==> config.mk <==
export PLATFORM = sky130hd
export DESIGN_NAME = uart_tx_arbiter
export DESIGN_NICKNAME = d
export VERILOG_FILES = /design/src/rtl/uart_tx_arbiter.sv
export SDC_FILE = /design/constraint.sdc
export NUM_CORES = 1
export LEC_CHECK = 0
export ABC_AREA = 0
export CAP_MARGIN = 20
export CORE_MARGIN = 4
export CORE_UTILIZATION = 40
export DETAILED_ROUTE_END_ITERATION = 10
export GPL_ROUTABILITY_DRIVEN = 0
export PLACE_DENSITY_LB_ADDON = 0.1
export SLEW_MARGIN = 20
export SYNTH_ARGS = -nofsm -noshare
export SYNTH_HDL_FRONTEND = slang
export SYNTH_SLANG_ARGS = --single-unit
==> constraint.sdc <==
create_clock -name clk -period 2 [get_ports clk]
set_input_delay 0.4 -clock clk [delete_from_list [all_inputs] [get_ports clk]]
set_output_delay 0.4 -clock clk [all_outputs]
set_load 0.01 [all_outputs]
==> src/rtl/uart_tx_arbiter.sv <==
// Round-robin arbiter + FIFO feeding a transmit-only UART, one write per character.
// Optional `UART_ARB_CRLF_EN: expand each LF (8'h0A) into CR LF on the wire.
module uart_tx_arbiter #(
  parameter int NREQ  = 2,
  parameter int DEPTH = 16,
  parameter int AW    = 4
) (
  input  logic                clk,
  input  logic                nreset,
  input  logic [NREQ-1:0]     req_valid,
  input  logic [8*NREQ-1:0]   req_data,
  output logic [NREQ-1:0]     req_ready,
  input  logic                uart_busy,
  output logic                uart_wr,
  output logic [7:0]          uart_data,
  output logic [AW:0]         fifo_level
);

  localparam int PW = (NREQ > 1) ? $clog2(NREQ) : 1;
  localparam logic [AW:0] PTR_ONE = (AW+1)'(1);

  typedef enum logic [1:0] {IDLE, ISSUE, SETTLE, WAIT} state_t;

  state_t          state_reg, state_next;
  logic [PW-1:0]   rr_ptr_reg;
  logic [PW-1:0]   grant_idx;
  logic [PW-1:0]   cand_idx;
  logic            grant_found;
  logic            push;
  logic            pop;
  logic [7:0]      push_data;
  logic [7:0]      head;
  logic [7:0]      mem [DEPTH];
  logic [AW:0]     wr_ptr_reg, wr_ptr_next;
  logic [AW:0]     rd_ptr_reg, rd_ptr_next;
  logic            full_reg, empty_reg;
  logic            wr_reg, wr_next;
  logic [7:0]      data_reg, data_next;
`ifdef UART_ARB_CRLF_EN
  logic            cr_done_reg, cr_done_next;
`endif

  // Scan starts just after the last winner so every requester gets a turn.
  always_comb begin
    grant_found = 1'b0;
    grant_idx   = '0;
    cand_idx    = '0;
    for (int k = 1; k <= NREQ; k++) begin
      cand_idx = PW'((int'(rr_ptr_reg) + k) % NREQ);
      if (!grant_found && req_valid[cand_idx]) begin
        grant_found = 1'b1;
        grant_idx   = cand_idx;
      end
    end
  end

  assign push      = grant_found && !full_reg;
  assign push_data = req_data[{grant_idx, 3'b000} +: 8];

  generate
    for (genvar gi = 0; gi < NREQ; gi++) begin : g_ready
      assign req_ready[gi] = push && (grant_idx == PW'(gi));
    end
  endgenerate

  assign wr_ptr_next = push ? wr_ptr_reg + PTR_ONE : wr_ptr_reg;
  assign rd_ptr_next = pop  ? rd_ptr_reg + PTR_ONE : rd_ptr_reg;
  assign head        = mem[rd_ptr_reg[AW-1:0]];
  assign fifo_level  = wr_ptr_reg - rd_ptr_reg;

  always_ff @(posedge clk) begin
    if (push) begin
      mem[wr_ptr_reg[AW-1:0]] <= push_data;
    end
  end

  // Flags are registered from the next pointers, so a same-cycle pop never frees a slot for a push.
  always_ff @(posedge clk or negedge nreset) begin
    if (!nreset) begin
      wr_ptr_reg <= '0;
      rd_ptr_reg <= '0;
      full_reg   <= 1'b0;
      empty_reg  <= 1'b1;
      rr_ptr_reg <= PW'(NREQ - 1);
    end else begin
      wr_ptr_reg <= wr_ptr_next;
      rd_ptr_reg <= rd_ptr_next;
      full_reg   <= (wr_ptr_next[AW] != rd_ptr_next[AW]) &&
                    (wr_ptr_next[AW-1:0] == rd_ptr_next[AW-1:0]);
      empty_reg  <= (wr_ptr_next == rd_ptr_next);
      if (push) begin
        rr_ptr_reg <= grant_idx;
      end
    end
  end

  always_ff @(posedge clk or negedge nreset) begin
    if (!nreset) begin
      state_reg   <= IDLE;
      wr_reg      <= 1'b0;
      data_reg    <= 8'h00;
`ifdef UART_ARB_CRLF_EN
      cr_done_reg <= 1'b0;
`endif
    end else begin
      state_reg   <= state_next;
      wr_reg      <= wr_next;
      data_reg    <= data_next;
`ifdef UART_ARB_CRLF_EN
      cr_done_reg <= cr_done_next;
`endif
    end
  end

  always_comb begin
    state_next = state_reg;
    wr_next    = 1'b0;
    data_next  = data_reg;
    pop        = 1'b0;
`ifdef UART_ARB_CRLF_EN
    cr_done_next = cr_done_reg;
`endif
    case (state_reg)
      IDLE: begin
        if (!empty_reg && !uart_busy) begin
          state_next = ISSUE;
        end
      end
      ISSUE: begin
        wr_next    = 1'b1;
        state_next = SETTLE;
`ifdef UART_ARB_CRLF_EN
        // LF at the head goes out as CR first; the LF stays queued for the next round.
        if (head == 8'h0A && !cr_done_reg) begin
          data_next    = 8'h0D;
          cr_done_next = 1'b1;
        end else begin
          data_next    = head;
          pop          = 1'b1;
          cr_done_next = 1'b0;
        end
`else
        data_next = head;
        pop       = 1'b1;
`endif
      end
      // The UART needs one cycle after the strobe before busy is trustworthy.
      SETTLE: state_next = WAIT;
      WAIT: begin
        if (!uart_busy) begin
          state_next = IDLE;
        end
      end
      default: state_next = IDLE;
    endcase
  end

  assign uart_wr   = wr_reg;
  assign uart_data = data_reg;

endmodule

; ---- Word level (Yosys, flattened, before mapping)
; Memories as Yosys holds them, arrays and structs flattened. A register that Yosys moved wholly into a read port is not among the register bits.
; Index checks and enable logic that the tools add are counted.
[totals]
reg_bits = 16
elab_cells = 54
memories = 1
mem_bits_rw = 128
[memory_table]
columns = memory, depth, width, read_ports, rd_ports_with_merged_regs, write_ports, line_no
row1 = mem, 16, 8, 1, 1, 1, 33  ; logic [7:0] mem [DEPTH];
[classes]
magnitude_cmp = 2
bitwise_logic = 1
addsub = 5
reduce_logical = 13
muxes = 16
eq_ne = 8
n_shift = 1
[op_table]
columns = cell, n
row1 = 16-bit by 5-bit variable part select with 8-bit output, 1
row2 = 1-bit two-way mux, 11
row3 = "5-bit by 1-bit adder with 5-bit output, second input constant", 2
row4 = 5-bit two-way mux, 2
row5 = 2-bit one-hot mux with 4 select lines, 1
row6 = 1-bit logical AND, 6
row7 = 5-bit == test, 1
row8 = 1-bit logical NOT, 5
row9 = 5-bit subtractor, 1
row10 = "2-bit == test, second input constant", 2
row11 = 4-bit == test, 1
row12 = "1-bit by 2-bit < comparator with 1-bit output, second input constant", 2
row13 = 2-bit two-way mux, 2
row14 = "2-bit != test, second input constant", 2
row15 = "1-bit adder, second input constant", 2
row16 = "2-bit by 1-bit == test with 1-bit output, second input constant", 1
row17 = 2-bit logical NOT, 1
row18 = 2-bit AND reduction, 1
row19 = 1-bit != test, 1
row20 = 1-bit inverter, 1

; ---- Longest topological paths before layout
[depth]
ltp_word = 11
depth_mapped = 8

; ---- Least setup slack after synthesis
; Ideal clock, no wire load.
[synth_path]
kind = register to register
start = register wr_ptr_reg[1]
end = memory mem[3][0], enable pin
n_path_buf = 0
synth_period_minus_slack_ps = 1988
slack_ps = 12
path_stages_with_launch = 4
arrival_ps = 1593
path_cell_list = dfrtp_1 -> ha_1 -> inv_1 -> nor4_1
[synth_lines]
columns = element, line_no
row1 = "start, declared", 34  ; logic [AW:0] wr_ptr_reg, wr_ptr_next;
row2 = "start signal, assigned", 86  ; wr_ptr_reg <= wr_ptr_next;
row3 = "end, declared", 33
; Straight into the memory's write port.

; ---- Worst setup path after layout
[layout_path]
start = register wr_ptr_reg[0]
end = output port fifo_level[4]
[layout_between]
elab_chain_len = 1
[layout_rtl]
columns = element, line_no
row1 = 5-bit subtractor, 69  ; assign fifo_level = wr_ptr_reg - rd_ptr_reg;
row2 = "end, declared", 16  ; output logic [AW:0] fifo_level
; No other way between the ends.

==> impl_metrics.tcl <==
set metrics [dict create \
    synth_area_per_cell_um2 15.81 \
    clkLatencyLatePin_ns 0.42 \
    worstSetupEndpointType "output pin" \
    critPathKind "reg2out" \
    ctsHoldBuffers 0 \
    critPathTopFamily "adder cells" \
    synthCells 406 \
    drt_first_pass_iters 4 \
    pwr-share-clk 0.243 \
    dp_slack_ns -0.4287 \
    synth.most_common_cell "edfxtp_1" \
    final.setup.worst_slack_ns -0.3393 \
    layout.cells.non_filler 729 \
    fin_setup_tns_ns -1.275 \
    seq_power_share 0.345 \
    largest_reg_flops 128 \
    cpMaxStageDelayCell "dfrtp_1" \
    grt_pass1_wl_um 22050 \
    num_vias 3599 \
    drive_gt1_frac 0.2651 \
    worst_slew_pin_slew_ns 0.6872 \
    synth_nets 442 \
    violations "setup timing" \
    root_buffer "clkbuf_16" \
    p_sw_frac 0.3304 \
    crit_path_max_fanout 2 \
    switching_power_mw 4.156 \
    drt_iter0_drc 209 \
    regToRegSetupSlack_ns -0.19 \
    cts_tree "done" \
    antennaDiodeCount 0 \
    seq_area_frac_synth 0.6927 \
    clock_sinks 152 \
    holdCritPathClass "in2async" \
    dp_hpwl_um 9285 \
    clkSlewWorstSetupHoldPaths_ns 0.06 \
    final_nets 536 \
    worstPathRequired_ns 1.60 \
    placed_cells 692 \
    area_delta_synth_final_pct 27.36 \
    grt_max_degree 42 \
    rr_worst_depth 8 \
    h-tree-depth 4 \
    arrival_ns 1.94 \
    finalSetupViolations 6 \
    p_per_area_nw_per_um2 1539 \
    peakVddDrop_uv 621.7 \
    drc 0 \
    synth-edff-count 128 \
    relSlewSlack 0.5401 \
    ioPinCount 37 \
    crit_buf_inv 3 \
    die_w_um 134.7 \
    worstPathCellList "inv_2, ha_4, inv_2, fa_2, a21o_1, a21oi_2, xnor2_1, buf_2" \
    vias_per_cell 4.937 \
    wl_met2_um 7396 \
    cp_num_cells 8 \
    met3_length_um 570 \
    period_minus_slack_ns 2.339 \
    synthTopCellsByArea "edfxtp_1 (60%), dfrtp_1 (8.6%), mux4_2 (5.6%), mux2i_1 (3.7%), ha_1 (2.7%)" \
    cpPeakStageDelay_ns 0.38 \
    worstSetupEndpoint "fifo_level[4]" \
    drtAntennaViolNets 0 \
    cts_made_buffers 17 \
    portBuffers 36 \
    hold_violations 0 \
    cts_max_path_buffers 2 \
    overflow 0 \
    dieArea_um2 18140 \
    startpoint "wr_ptr_reg[0]" \
    postLayoutCoreUtil 0.5166 \
    p_int_mw 8.424 \
    start_kind "flip-flop" \
    top_layer_used "met4" \
    antenna_found_initial 0 \
    rsz0062_at_grt "yes" \
    fp.dieH_um 134.7 \
    cp_common_cell "inv_2" \
    run_status "complete, but fails checks" \
    max_freq_mhz 427.5 \
    totalWireLength_um 14360 \
    synth_top_area_share 0.5987 \
    r2r-end "empty_reg" \
    track_usage 0.1694 \
    row_count 46 \
    wl_met1_um 6234 \
    maxSlewViolCount 0 \
    ys_top_cells_by_count "edfxtp_1 (128), nand2_1 (36), mux2i_1 (24)" \
    ys_ff_latch 152 \
    synthesis.area_um2 6420 \
    clock-skew-final_ns 0.006766 \
    start_util 0.4056 \
    routedWlPerCell_um 19.70 \
    comb_power_share 0.412 \
    synth_ff_type "edfxtp_1" \
    async_flop_share 0.1579 \
    grt_pass1_vias 3802 \
    r2r-start "wr_ptr_reg[1]" \
    power_leakage_nw 3.063 \
    period_share 1.170 \
    ys_warn_count 0 \
    synth_top_cell_by_area "edfxtp_1" \
    yosysUniqueCellTypes 41 \
    core_region_area_um2 15830 \
    maxCapViolCount 0 \
]
==> placed cells by master, fill, tap and decap left out, drive strengths merged, types with 4 or more instances in the layout <==
cell and instances:
a211oi 8, a21oi 21, a22oi 8, and2 7
and3 9, buf 61, clkbuf 22, clkdlybuf4s50 28
clkinv 8, dfrtp 22, edfxtp 128, ha 14
inv 13, mux2 10, mux2i 24, mux4 16
nand2 36, nand4 9, nor2 9, nor2b 18
nor3 4, xnor2 8, xor2 7
==> worst reg2reg max path, delay by kind of cell, from the launching register on <==
family / cells / cell delay [ns]
multiplexers: 1 / 0.28
buffers and inverters: 3 / 0.37
flip-flops: 1 / 0.38
adder cells (fa/ha/maj): 1 / 0.22
AND/OR/NAND/NOR: 2 / 0.70
XOR/XNOR: 1 / 0.16
==> area by class of cell <==
class,instances,area (um^2)
clock buffer,20,436.7
clock inverter,12,126.4
fill,1332,7651
inverter,12,45.04
multi-input combinational,223,1897
sequential,152,4448
tap,216,270.3
timing repair buffer,94,953.4
==> power groups by stage <==
stage          clock network [mW]  registers, mW  logic (mW)
2_1_floorplan                   0           4.42        2.86
3_3_place_gp                    0           4.39        5.09
3_5_place_dp                    0           4.40        5.13
4_1_cts                      3.12           4.35        5.17
5_1_grt                      3.26           4.40        5.70
6_report                     3.05           4.35        5.18
==> layer usage <==
metal,up-vias,global-route usage
met5,-,0
met1,1806,0.2186
li1,1719,-
met2,60,0.2835
met4,0,0.05600
met3,14,0.04061
==> stage by stage <==
| stage | hold WS [ns] | total power [mW] | instance area (um^2) |
|---|---|---|---|
| after floorplan | 0.1044 | 7.279 | 6420 |
| after global placement | 0.4969 | 9.474 | 7515 |
| after detailed placement | 0.5090 | 9.529 | 7515 |
| after CTS | 0.3584 | 12.64 | 8130 |
| after global routing | 0.3738 | 13.36 | 8177 |
| final | 0.3524 | 12.58 | 8177 |
==> worst min-delay path by stage <==
stage                          endpoint  cells past startpoint
after floorplan                full_reg                      0
after global placement       rr_ptr_reg                      1
after detailed placement     rr_ptr_reg                      1
after CTS                  uart_data[6]                      2
after global routing      rd_ptr_reg[4]                      2
final                     rd_ptr_reg[4]                      2
==> kinds of logic after synthesis <==
logic type | Yosys count | synth area share
AO/OA/AOI/OAI | 44 | 0.04424
XOR/XNOR | 15 | 0.02046
adder cells (fa/ha/maj) | 15 | 0.03040
buffers and inverters | 31 | 0.02027
flip-flops | 152 | 0.6927
multiplexers | 50 | 0.1117
AND/OR/NAND/NOR | 99 | 0.08030
==> repair_timing <==
item                       in CTS  in global routing
pin swaps                       4                  5
resized for setup              36                  8
setup buffers                   2                  3
setup endpoints to repair      17                 15
(Power assumes the default switching activity.)
